[config.mk]
export PLATFORM = sky130hd
export DESIGN_NAME = awaiba_spi_slave
export DESIGN_NICKNAME = d
export VERILOG_FILES = /design/src/rtl/awaiba_spi_pkg.sv /design/src/rtl/spi_sync_edge.sv /design/src/rtl/awaiba_spi_slave.sv
export SDC_FILE = /design/constraint.sdc
export NUM_CORES = 1
export LEC_CHECK = 0
export BUFFER_PORTS_ARGS = -buffer_cell sky130_fd_sc_hd__buf_2
export CAP_MARGIN = 10
export CORE_AREA = 4 4 163 165
export CTS_BUF_LIST = sky130_fd_sc_hd__clkbuf_16
export DETAILED_ROUTE_END_ITERATION = 8
export DIE_AREA = 0 0 167 169
export HOLD_SLACK_MARGIN = 0.15
export SLEW_MARGIN = 20
export SYNTH_ARGS = -nofsm -noshare
export SYNTH_HDL_FRONTEND = slang
export SYNTH_SLANG_ARGS = --single-unit
[constraint.sdc]
create_clock -name clk -period 2.1 [get_ports clk]
set_input_delay 0.21 -clock clk [delete_from_list [all_inputs] [get_ports clk]]
set_output_delay 0.21 -clock clk [all_outputs]
set_load 0.03 [all_outputs]
[src/rtl/awaiba_spi_pkg.sv]
// -----------------------------------------------------------------------------
// awaiba_spi_pkg
// Shared constants, the responder FSM state type and a counter helper for the
// Awaiba SPI responder (awaiba_spi_slave).
// -----------------------------------------------------------------------------
package awaiba_spi_pkg;

    // Address byte that turns a frame into a read request.
    localparam logic [7:0] READ_CMD_ADDR      = 8'd15;

    // sclk periods the master holds cs_n low for each frame type.
    localparam int         WR_FRAME_LEN       = 19;
    localparam int         RD_FRAME_LEN       = 28;

    // Read bit j is driven after sclk fall RD_DATA_FIRST_FALL + j.
    localparam int         RD_DATA_FIRST_FALL = 20;

    // Command word width: address byte plus data byte.
    localparam int         CMD_BITS           = 16;

    typedef enum logic [2:0] {
        IDLE,
        SHIFT,
        READ,
        COMMIT,
        DONE_RD,
        SKIP
    } spi_state_e;

    // 5-bit increment that stops at 31.
    function automatic logic [4:0] sat_inc5(input logic [4:0] v);
        return (v == 5'd31) ? v : v + 5'd1;
    endfunction

endpackage

[src/rtl/spi_sync_edge.sv]
// -----------------------------------------------------------------------------
// spi_sync_edge
// Multi-flop synchroniser for one asynchronous input with single-clk rise and
// fall pulses derived from the synchronised level.
//
// Ports:
//   clk      system clock
//   res      synchronous active-high reset (chain and edge history clear to 0)
//   d_i      asynchronous input
//   level_o  synchronised level (STAGES clk behind d_i)
//   rise_o   one-clk pulse on a 0->1 change of level_o
//   fall_o   one-clk pulse on a 1->0 change of level_o
// -----------------------------------------------------------------------------
module spi_sync_edge #(
    parameter int STAGES = 2
) (
    input  logic clk,
    input  logic res,
    input  logic d_i,
    output logic level_o,
    output logic rise_o,
    output logic fall_o
);

    logic [STAGES-1:0] sync_q;
    logic              prev_q;

    // NOTE: sequential state is updated with non-blocking assignments so every
    // flop samples the pre-edge value of its neighbour, which is what makes
    // the chain a shift register rather than a single flop.
    always_ff @(posedge clk) begin
        if (res) begin
            sync_q <= '0;
            prev_q <= 1'b0;
        end else begin
            sync_q <= {sync_q[STAGES-2:0], d_i};
            prev_q <= sync_q[STAGES-1];
        end
    end

    assign level_o = sync_q[STAGES-1];
    assign rise_o  = level_o & ~prev_q;
    assign fall_o  = ~level_o & prev_q;

endmodule

[src/rtl/awaiba_spi_slave.sv]
// -----------------------------------------------------------------------------
// awaiba_spi_slave
// Sensor-side responder for the Awaiba SPI register protocol. Oversamples
// sclk/cs_n/mosi in the system clock domain, decodes 16-bit LSB-first frames
// (d[7:0] data, d[15:8] address) into a local register file and answers read
// frames (address 15) on miso.
//
// Build option:
//   AWAIBA_SPI_FRAME_ERR_EN  when defined, err_cnt counts malformed frames;
//                            otherwise err_cnt is tied to 0.
//
// Ports:
//   clk          system clock (>= 8x sclk)
//   res          synchronous active-high reset
//   sclk         SPI clock, idles low
//   cs_n         SPI chip select, active low
//   mosi         master data, valid on sclk rise
//   spi_abn_cdp  sensor-pair select, sampled at cs_n fall
//   miso         read data, changes after sclk fall
//   reg_q        flat register file, register i at reg_q[8i+7:8i]
//   wr_stb       one-clk pulse per register write
//   wr_addr      address of the last write
//   wr_data      data of the last write
//   rd_stb       one-clk pulse when a read frame completes
//   err_cnt      saturating frame error count (0 unless the option is on)
// -----------------------------------------------------------------------------
module awaiba_spi_slave
    import awaiba_spi_pkg::*;
#(
    parameter int REG_NUM     = 15,
    parameter bit SENSOR_SEL  = 1'b0,
    parameter int SYNC_STAGES = 2
) (
    input  logic                 clk,
    input  logic                 res,
    input  logic                 sclk,
    input  logic                 cs_n,
    input  logic                 mosi,
    input  logic                 spi_abn_cdp,
    output logic                 miso,
    output logic [8*REG_NUM-1:0] reg_q,
    output logic                 wr_stb,
    output logic [7:0]           wr_addr,
    output logic [7:0]           wr_data,
    output logic                 rd_stb,
    output logic [7:0]           err_cnt
);

    localparam int ADDR_W = 4;

    // ---------------------------------------------------------------- inputs
    logic rise_s, fall_s;
    logic cs_lvl, cs_fall, cs_rise;
    logic mosi_s;

    spi_sync_edge #(.STAGES(SYNC_STAGES)) u_sync_sclk (
        .clk    (clk),
        .res    (res),
        .d_i    (sclk),
        .level_o(),
        .rise_o (rise_s),
        .fall_o (fall_s)
    );

    spi_sync_edge #(.STAGES(SYNC_STAGES)) u_sync_cs (
        .clk    (clk),
        .res    (res),
        .d_i    (cs_n),
        .level_o(cs_lvl),
        .rise_o (cs_rise),
        .fall_o (cs_fall)
    );

    spi_sync_edge #(.STAGES(SYNC_STAGES)) u_sync_mosi (
        .clk    (clk),
        .res    (res),
        .d_i    (mosi),
        .level_o(mosi_s),
        .rise_o (),
        .fall_o ()
    );

    // ----------------------------------------------------------------- state
    spi_state_e  state_q, state_d;
    logic [4:0]  rc_q, rc_d;          // sclk rises in this frame
    logic [4:0]  fc_q, fc_d;          // sclk falls in this frame
    logic [15:0] sr_q, sr_d;          // command shift register
    logic        miso_q, miso_d;
    logic        armed_q;
    logic        wr_en;
    logic        rd_stb_d;
    logic        wr_stb_q;
    logic        rd_stb_q;
    logic [7:0]  wr_addr_q, wr_data_q;
    logic [7:0]  regs_q [REG_NUM];

    logic [7:0]  rd_val;
    logic [4:0]  fc_inc;

    // NOTE: every variable written here gets a default before the case, so no
    // path leaves one unassigned and no latch is inferred.
    always_comb begin
        state_d  = state_q;
        rc_d     = rc_q;
        fc_d     = fc_q;
        sr_d     = sr_q;
        miso_d   = miso_q;
        wr_en    = 1'b0;
        rd_stb_d = 1'b0;
        fc_inc   = sat_inc5(fc_q);

        // Out-of-range read addresses answer 0.
        rd_val = 8'h00;
        if (sr_q[7:0] < 8'(REG_NUM)) begin
            rd_val = regs_q[sr_q[ADDR_W-1:0]];
        end

        unique case (state_q)
            IDLE: begin
                miso_d = 1'b0;
                if (cs_fall && armed_q) begin
                    if (spi_abn_cdp == SENSOR_SEL) begin
                        state_d = SHIFT;
                        rc_d    = 5'd0;
                        fc_d    = 5'd0;
                        sr_d    = 16'h0000;
                    end else begin
                        state_d = SKIP;
                    end
                end
            end

            SHIFT: begin
                // cs_rise outranks a coincident sclk fall.
                if (cs_rise) begin
                    state_d = COMMIT;
                end else if (rc_q == 5'(CMD_BITS) && sr_q[15:8] == READ_CMD_ADDR) begin
                    // Full command seen one clk ago; sclk events are >= 4 clk apart.
                    state_d = READ;
                end else begin
                    if (rise_s) begin
                        if (rc_q < 5'(CMD_BITS)) begin
                            sr_d = {mosi_s, sr_q[15:1]};
                        end
                        rc_d = sat_inc5(rc_q);
                    end
                    if (fall_s) begin
                        fc_d = fc_inc;
                    end
                end
            end

            READ: begin
                if (cs_rise) begin
                    state_d = DONE_RD;
                end else begin
                    if (rise_s) begin
                        rc_d = sat_inc5(rc_q);
                    end
                    if (fall_s) begin
                        fc_d   = fc_inc;
                        miso_d = 1'b0;
                        if (fc_inc >= 5'(RD_DATA_FIRST_FALL) &&
                            fc_inc <= 5'(RD_DATA_FIRST_FALL + 7)) begin
                            miso_d = rd_val[3'(fc_inc - 5'(RD_DATA_FIRST_FALL))];
                        end
                    end
                end
            end

            COMMIT: begin
                miso_d  = 1'b0;
                state_d = IDLE;
                if (rc_q >= 5'(CMD_BITS) && sr_q[15:8] < 8'(REG_NUM) &&
                    sr_q[15:8] != READ_CMD_ADDR) begin
                    wr_en = 1'b1;
                end
            end

            DONE_RD: begin
                miso_d   = 1'b0;
                rd_stb_d = 1'b1;
                state_d  = IDLE;
            end

            SKIP: begin
                miso_d = 1'b0;
                if (cs_rise) begin
                    state_d = IDLE;
                end
            end

            default: begin
                state_d = IDLE;
            end
        endcase
    end

    always_ff @(posedge clk) begin
        if (res) begin
            state_q   <= IDLE;
            rc_q      <= 5'd0;
            fc_q      <= 5'd0;
            sr_q      <= 16'h0000;
            miso_q    <= 1'b0;
            armed_q   <= 1'b0;
            wr_stb_q  <= 1'b0;
            rd_stb_q  <= 1'b0;
            wr_addr_q <= 8'h00;
            wr_data_q <= 8'h00;
        end else begin
            state_q  <= state_d;
            rc_q     <= rc_d;
            fc_q     <= fc_d;
            sr_q     <= sr_d;
            miso_q   <= miso_d;
            // A frame already in progress at reset release is discarded.
            armed_q  <= armed_q | cs_lvl;
            wr_stb_q <= wr_en;
            rd_stb_q <= rd_stb_d;
            if (wr_en) begin
                wr_addr_q <= sr_q[15:8];
                wr_data_q <= sr_q[7:0];
            end
        end
    end

    // NOTE: the register file is reset explicitly because it is observable on
    // reg_q and must read back as zero; this keeps it in flops, not RAM.
    always_ff @(posedge clk) begin
        if (res) begin
            for (int i = 0; i < REG_NUM; i++) begin
                regs_q[i] <= 8'h00;
            end
        end else if (wr_en) begin
            regs_q[sr_q[8 +: ADDR_W]] <= sr_q[7:0];
        end
    end

    // --------------------------------------------------------------- outputs
    for (genvar gi = 0; gi < REG_NUM; gi++) begin : g_flat
        assign reg_q[8*gi +: 8] = regs_q[gi];
    end

    assign miso    = miso_q;
    assign wr_stb  = wr_stb_q;
    assign rd_stb  = rd_stb_q;
    assign wr_addr = wr_addr_q;
    assign wr_data = wr_data_q;

`ifdef AWAIBA_SPI_FRAME_ERR_EN
    logic       err_event;
    logic [7:0] err_cnt_q;

    // Truncated commands, short read frames, and a stray cs_n rise in IDLE.
    always_comb begin
        err_event = 1'b0;
        if (state_q == COMMIT && rc_q < 5'(CMD_BITS)) begin
            err_event = 1'b1;
        end
        if (state_q == DONE_RD &&
            (rc_q < 5'(CMD_BITS) || fc_q < 5'(RD_FRAME_LEN - 1))) begin
            err_event = 1'b1;
        end
        if (state_q == IDLE && cs_rise && armed_q) begin
            err_event = 1'b1;
        end
    end

    always_ff @(posedge clk) begin
        if (res) begin
            err_cnt_q <= 8'h00;
        end else if (err_event && err_cnt_q != 8'hFF) begin
            err_cnt_q <= err_cnt_q + 8'd1;
        end
    end

    assign err_cnt = err_cnt_q;
`else
    assign err_cnt = 8'h00;
`endif

endmodule

# == After elaboration in Yosys (flattened, before gate mapping) ==
# Memory sizes are Yosys's and may differ from the RTL's. A register that Yosys moved wholly into a read port is not among the register bits.
# Index checks and enable logic that the tools add are counted.
# word_totals
ff_bits,57
word_cells,119
ramBits,120
memories,1
input_bits,6
output_inout_bits,147
# classes
magnitude_cmp,7
reduce_logical,15
n_addsub,3
n_bitwise,9
muxes,48
n_eq_ne,21
# memory_table
name,depth,word_bits,read_ports,rd_ports_with_merged_regs,wr,line_no,text
regs_q,15,8,16,1,15,awaiba_spi_slave.sv:95,logic [7:0] regs_q [REG_NUM];
# op_table
cell,n
2-to-1 mux 16 bit,6
2-to-1 mux 5 bit,12
case mux 16 bit (2 select lines),1
case mux 5 bit (3 select lines),2
!= test 2 bit (second input constant),10
2-to-1 mux 3 bit,6
less-than comparator 8 x 4 -> 1 bit (second input constant),2
2-to-1 mux 8 bit,2
equality test 5 bit (second input constant),3
2-to-1 mux 1 bit,13
2-to-1 mux 4 bit,3
case mux 3 bit (4 select lines),1
adder 5 x 1 -> 5 bit (second input constant),2
greater-or-equal comparator 5 bit (second input constant),2
equality test 8 x 4 -> 1 bit (second input constant),1
!= test 8 x 4 -> 1 bit (second input constant),1
OR reduction 8 bit,1
AND reduction 7 bit,1
equality test 3 x 2 -> 1 bit (second input constant),2
equality test 3 bit (second input constant),2
AND reduction 6 bit,1
<= comparator 5 bit (second input constant),1
logical AND 1 bit,5
less-than comparator 5 bit (second input constant),1
other kinds (15),22

# == Logic depth before layout (Yosys ltp) ==
# depth
depth_word,10
mapped_depth,8
depth_no_buf,8

# == Hierarchy ==
# From an unflattened synthesis, not the netlist that was laid out.
# hier_totals
hier_cells,647
hier_area_um2,8506.9
# modules_own_cells
module,area_each_um2,cells_each,seq_area_each_um2,n_inst
awaiba_spi_slave,8232.9,623,4904.7,1
spi_sync_edge,91.3,8,60.1,3

# == Worst setup path after synthesis ==
# Ideal clock, no wire load.
# synth_path
path_kind,register to register
startpoint,reg sr_q[15]
endpoint,"mem regs_q[13][0], enable pin"
arrival_time_ns,1.768
slack_ns,0.022
required_ns,1.791
path_stages_with_launch,7
n_path_buf,0
setup_time_ns,0.309
path_cell_list,dfxtp_1 nor4b_2 nand4b_1 nor2_2 nand3b_4 nor2_4 or2_2
# synth_rtl
element,line_no,text
"start, declared",awaiba_spi_slave.sv:87,"logic [15:0] sr_q, sr_d;"
"start signal, assigned",awaiba_spi_slave.sv:215,sr_q <= sr_d;
"end, declared",awaiba_spi_slave.sv:95,

# == Final worst setup path ==
# layout_path
startpoint,reg rc_q[0]
endpoint,reg fc_q[2]
# layout_between
elab_chain_cells,4
# layout_rtl
element,line_no,text
"start, declared",awaiba_spi_slave.sv:85,"logic [4:0] rc_q, rc_d;"
"start signal, assigned",awaiba_spi_slave.sv:213,rc_q <= rc_d;
equality test 5 bit,awaiba_spi_slave.sv:137,end else if (rc_q == 5'(CMD_BITS) && sr_q[15:8] == READ_CMD_ADDR) begin
logical AND 1 bit,awaiba_spi_slave.sv:137,
!= test 2 bit (no source line),-,
AND reduction 6 bit (no source line),-,
"end signal, assigned",awaiba_spi_slave.sv:203,fc_q <= 5'd0;
"end signal, assigned",awaiba_spi_slave.sv:214,fc_q <= fc_d;
"end, declared",awaiba_spi_slave.sv:86,"logic [4:0] fc_q, fc_d;"
# Every way passes these cells.
# A chain may end at the register's enable or synchronous reset.

==> flow_metrics.env <==
export IMPL_drc_errors=0
export IMPL_dieHeight_um=169
export IMPL_critPathMaxFanout=4
export IMPL_grt_max_degree=29
export IMPL_status="finished, final reports clean"
export IMPL_syn_cell_area_um2=8700
export IMPL_core_rowCount=58
export IMPL_p_per_area_nw_per_um2=713
export IMPL_layout_drive_gt1_share=0.332
export IMPL_fmax_mhz=491
export IMPL_rsz0062_at_grt="yes"
export IMPL_grt_pass1_wl_um=36600
export IMPL_grt_pass1_vias=6055
export IMPL_ys_seq_elements=189
export IMPL_hold_class="in2reg"
export IMPL_gp_congestion=0.886
export IMPL_rr_worst_depth=9
export IMPL_yosysMostFrequentCell="edfxtp_1"
export IMPL_tightest_slew_ns=0.717
export IMPL_drv_slew=0
export IMPL_synth_cell_types=67
export IMPL_finalWorstSetupSlack_ns=0.0622
export IMPL_setup_violations=0
export IMPL_final_hold_viol_count=0
export IMPL_cts_tree="yes"
export IMPL_grt_use_total=0.170
export IMPL_synth_warning_count=0
export IMPL_grt_overflow=0
export IMPL_cts_buffers=17
export IMPL_port_buffers=144
export IMPL_p_leak_nw=4.24
export IMPL_ys_top_cells_by_count="128 x edfxtp_1, 122 x and2_1, 67 x mux2i_1"
export IMPL_nFillCells=2340
export IMPL_clockBufferDepth=2
export IMPL_layout_min_cycle_time_ns=2.04
export IMPL_async_reset_ff_frac=0
export IMPL_antenna_found_initial=0
export IMPL_whs_ns=0.294
export IMPL_clock_sinks=189
export IMPL_diodes=0
export IMPL_skew_ns=0.0104
export IMPL_relSlewSlack=0.522
export IMPL_htree_levels=4
export IMPL_period_share=0.970
export IMPL_die_width_um=167
export IMPL_cp_end_kind="register"
export IMPL_vias_per_cell=4.92
export IMPL_area_delta_synth_final_pct=25.7
export IMPL_hold_depth=3
export IMPL_synth_edff_count=128
export IMPL_cts_reportedPaths_clkPinSlew_ns=0.07
export IMPL_ys_top_cells_by_area="edfxtp_1 44%, dfxtp_1 14%, and2_1 8.8%"
export IMPL_critPathKind="reg2reg"
export IMPL_syn_avg_cell_area_um2=12.0
export IMPL_syn_instance_count=722
export IMPL_clock_root_buffer="clkbuf_16"
export IMPL_yosys_area_top_type="edfxtp_1"
export IMPL_wl_per_cell_um=19.5
export IMPL_drt_wl_total_um=24600
export IMPL_crit_required_ns=2.41
export IMPL_via_count=6217
export IMPL_ys_seq_area_frac=0.582
export IMPL_nets=930
export IMPL_first_pass_iters=5
export IMPL_drv_cap=0
export IMPL_final_antenna_net_count=0
export IMPL_start_util=0.347
export IMPL_initialDrtViolationCount=559
export IMPL_insertion_delay_ns=0.43
export IMPL_core_area_um2=25000
export IMPL_dieArea_um2=28200
export IMPL_irDropWorstVdd_mv=0.455
export IMPL_startpoint_type="register"
export IMPL_critPathArrivalTime_ns=2.35
export IMPL_dp_slack_ns=-0.0557
export IMPL_netlist_area_leader_share=0.442
export IMPL_pin_count=153
export IMPL_synth_flop_cell="edfxtp_1"
export IMPL_dp_hpwl_um=17500
[per-stage QoR]
step / power [mW] / utilization / cells / TNS (ns) / area (µm²)
2_1_floorplan: 4.62 / - / 737 / 0 / 8750
3_3_place_gp: 4.81 / 0.404 / 1217 / -0.399 / 10100
3_5_place_dp: 4.82 / 0.404 / 1217 / -1.46 / 10100
4_1_cts: 7.86 / 0.429 / 1256 / 0 / 10700
5_1_grt: 8.05 / 0.437 / 1263 / -0.00130 / 10900
6_report: 7.80 / 0.437 / 1263 / 0 / 10900
[placed cells by master (no fill, tap or decap), drive strengths merged, types with 3 or more instances in the layout]
cell type / netlist / final
edfxtp: 128 / 128
a22oi: 19 / 19
o311ai: 3 / 3
nor3b: 6 / 6
o22ai: 5 / 5
nor4b: 3 / 3
mux2i: 67 / 67
buf: 33 / 216
nand3: 3 / 3
dfxtp: 61 / 61
nand3b: 4 / 4
nor4: 3 / 3
nor3: 13 / 13
nand2b: 4 / 4
a211oi: 3 / 3
o21ai: 6 / 6
clkbuf: 24 / 18
a221oi: 7 / 7
ha: 4 / 4
inv: 8 / 17
or3: 4 / 4
nand4: 6 / 6
conb: 1 / 16
or2: 16 / 16
nor2: 39 / 39
a22o: 22 / 22
clkinvlp: 0 / 3
a211o: 3 / 3
and2: 122 / 122
a21oi: 30 / 30
dlygate4sd3: 0 / 4
nor2b: 12 / 12
nand2: 34 / 34
clkinv: 0 / 3
[metal layers]
metal / wire [µm] / track usage / up-vias
li1: - / - / 2992
met1: 10600 / 0.216 / 2993
met2: 11900 / 0.279 / 200
met3: 1470 / 0.0460 / 32
met4: 635 / 0.0658 / 0
met5: 0 / 0 / -
[worst paths after layout]
check,startpoint,endpoint,slack [ns]
max,rc_q[0],fc_q[2],0.06
min,res,armed_q,0.29
max reg2reg,rc_q[0],fc_q[2],0.06
min reg2reg,u_sync_mosi.sync_q[0],u_sync_mosi.sync_q[1],0.44
[sequential cells by signal, summed over array words and instances, names as in the netlist, 2 cells and up, named ones only]
register and count:
state_q 3, u_sync_mosi.sync_q 2, regs_q 128, rc_q 5, u_sync_sclk.sync_q 2, u_sync_cs.sync_q 2
wr_addr 8, wr_data 8, fc_q 5, sr_q 16
[cell families (layout without fill, tap and decap cells)]
logic type,count (synthesis),in the layout,share of synthesized area
AOI/OAI and AO/OA,113,113,0.0948
xor gates and xnor gates,3,3,0.00302
adders and majority gates,4,4,0.00576
buffers and inverters,65,261,0.0374
DFF,189,189,0.582
muxes,67,67,0.0771
other,1,16,0.000431
and+or+nand+nor,280,280,0.199
[power breakdown]
group          leakage (nW)  internal [mW]  switching, mW  total (mW)
clock network         0.271           1.56           1.49        3.05
logic                  2.23          0.150          0.423       0.572
registers              1.74           4.08         0.0868        4.17
total                  4.24           5.79           2.00        7.80
[cell type report]
cell class | instances | area, µm² | share of cell area
multi-input combinational | 483 | 3470 | 0.317
inverter | 8 | 30.0 | 0.00275
clock buffer | 17 | 425 | 0.0389
clock inverter | 15 | 129 | 0.0118
tap | 330 | 413 | 0.0378
timing repair buffer | 221 | 1390 | 0.127
sequential | 189 | 5070 | 0.464
[worst max-delay path, cell delays in order, from the launching register on]
cell and delay (ns):
dfxtp_2 0.35, inv_1 0.06, ha_1 0.19, nor4b_2 0.16, and4b_4 0.21, or3b_4 0.41
a21oi_4 0.19, buf_6 0.13, mux2i_1 0.17, nor2_1 0.06
[timing repair]
item | CTS | global route
hold endpoints to repair | 4 | 0
setup endpoints to repair | 97 | 50
buffers inserted | 3 | 6
pin swaps | 2 | 6
hold buffers | 4 | 0
gates cloned | 0 | 1
gates resized for setup | 2 | 25
(Power assumes the default switching activity.)
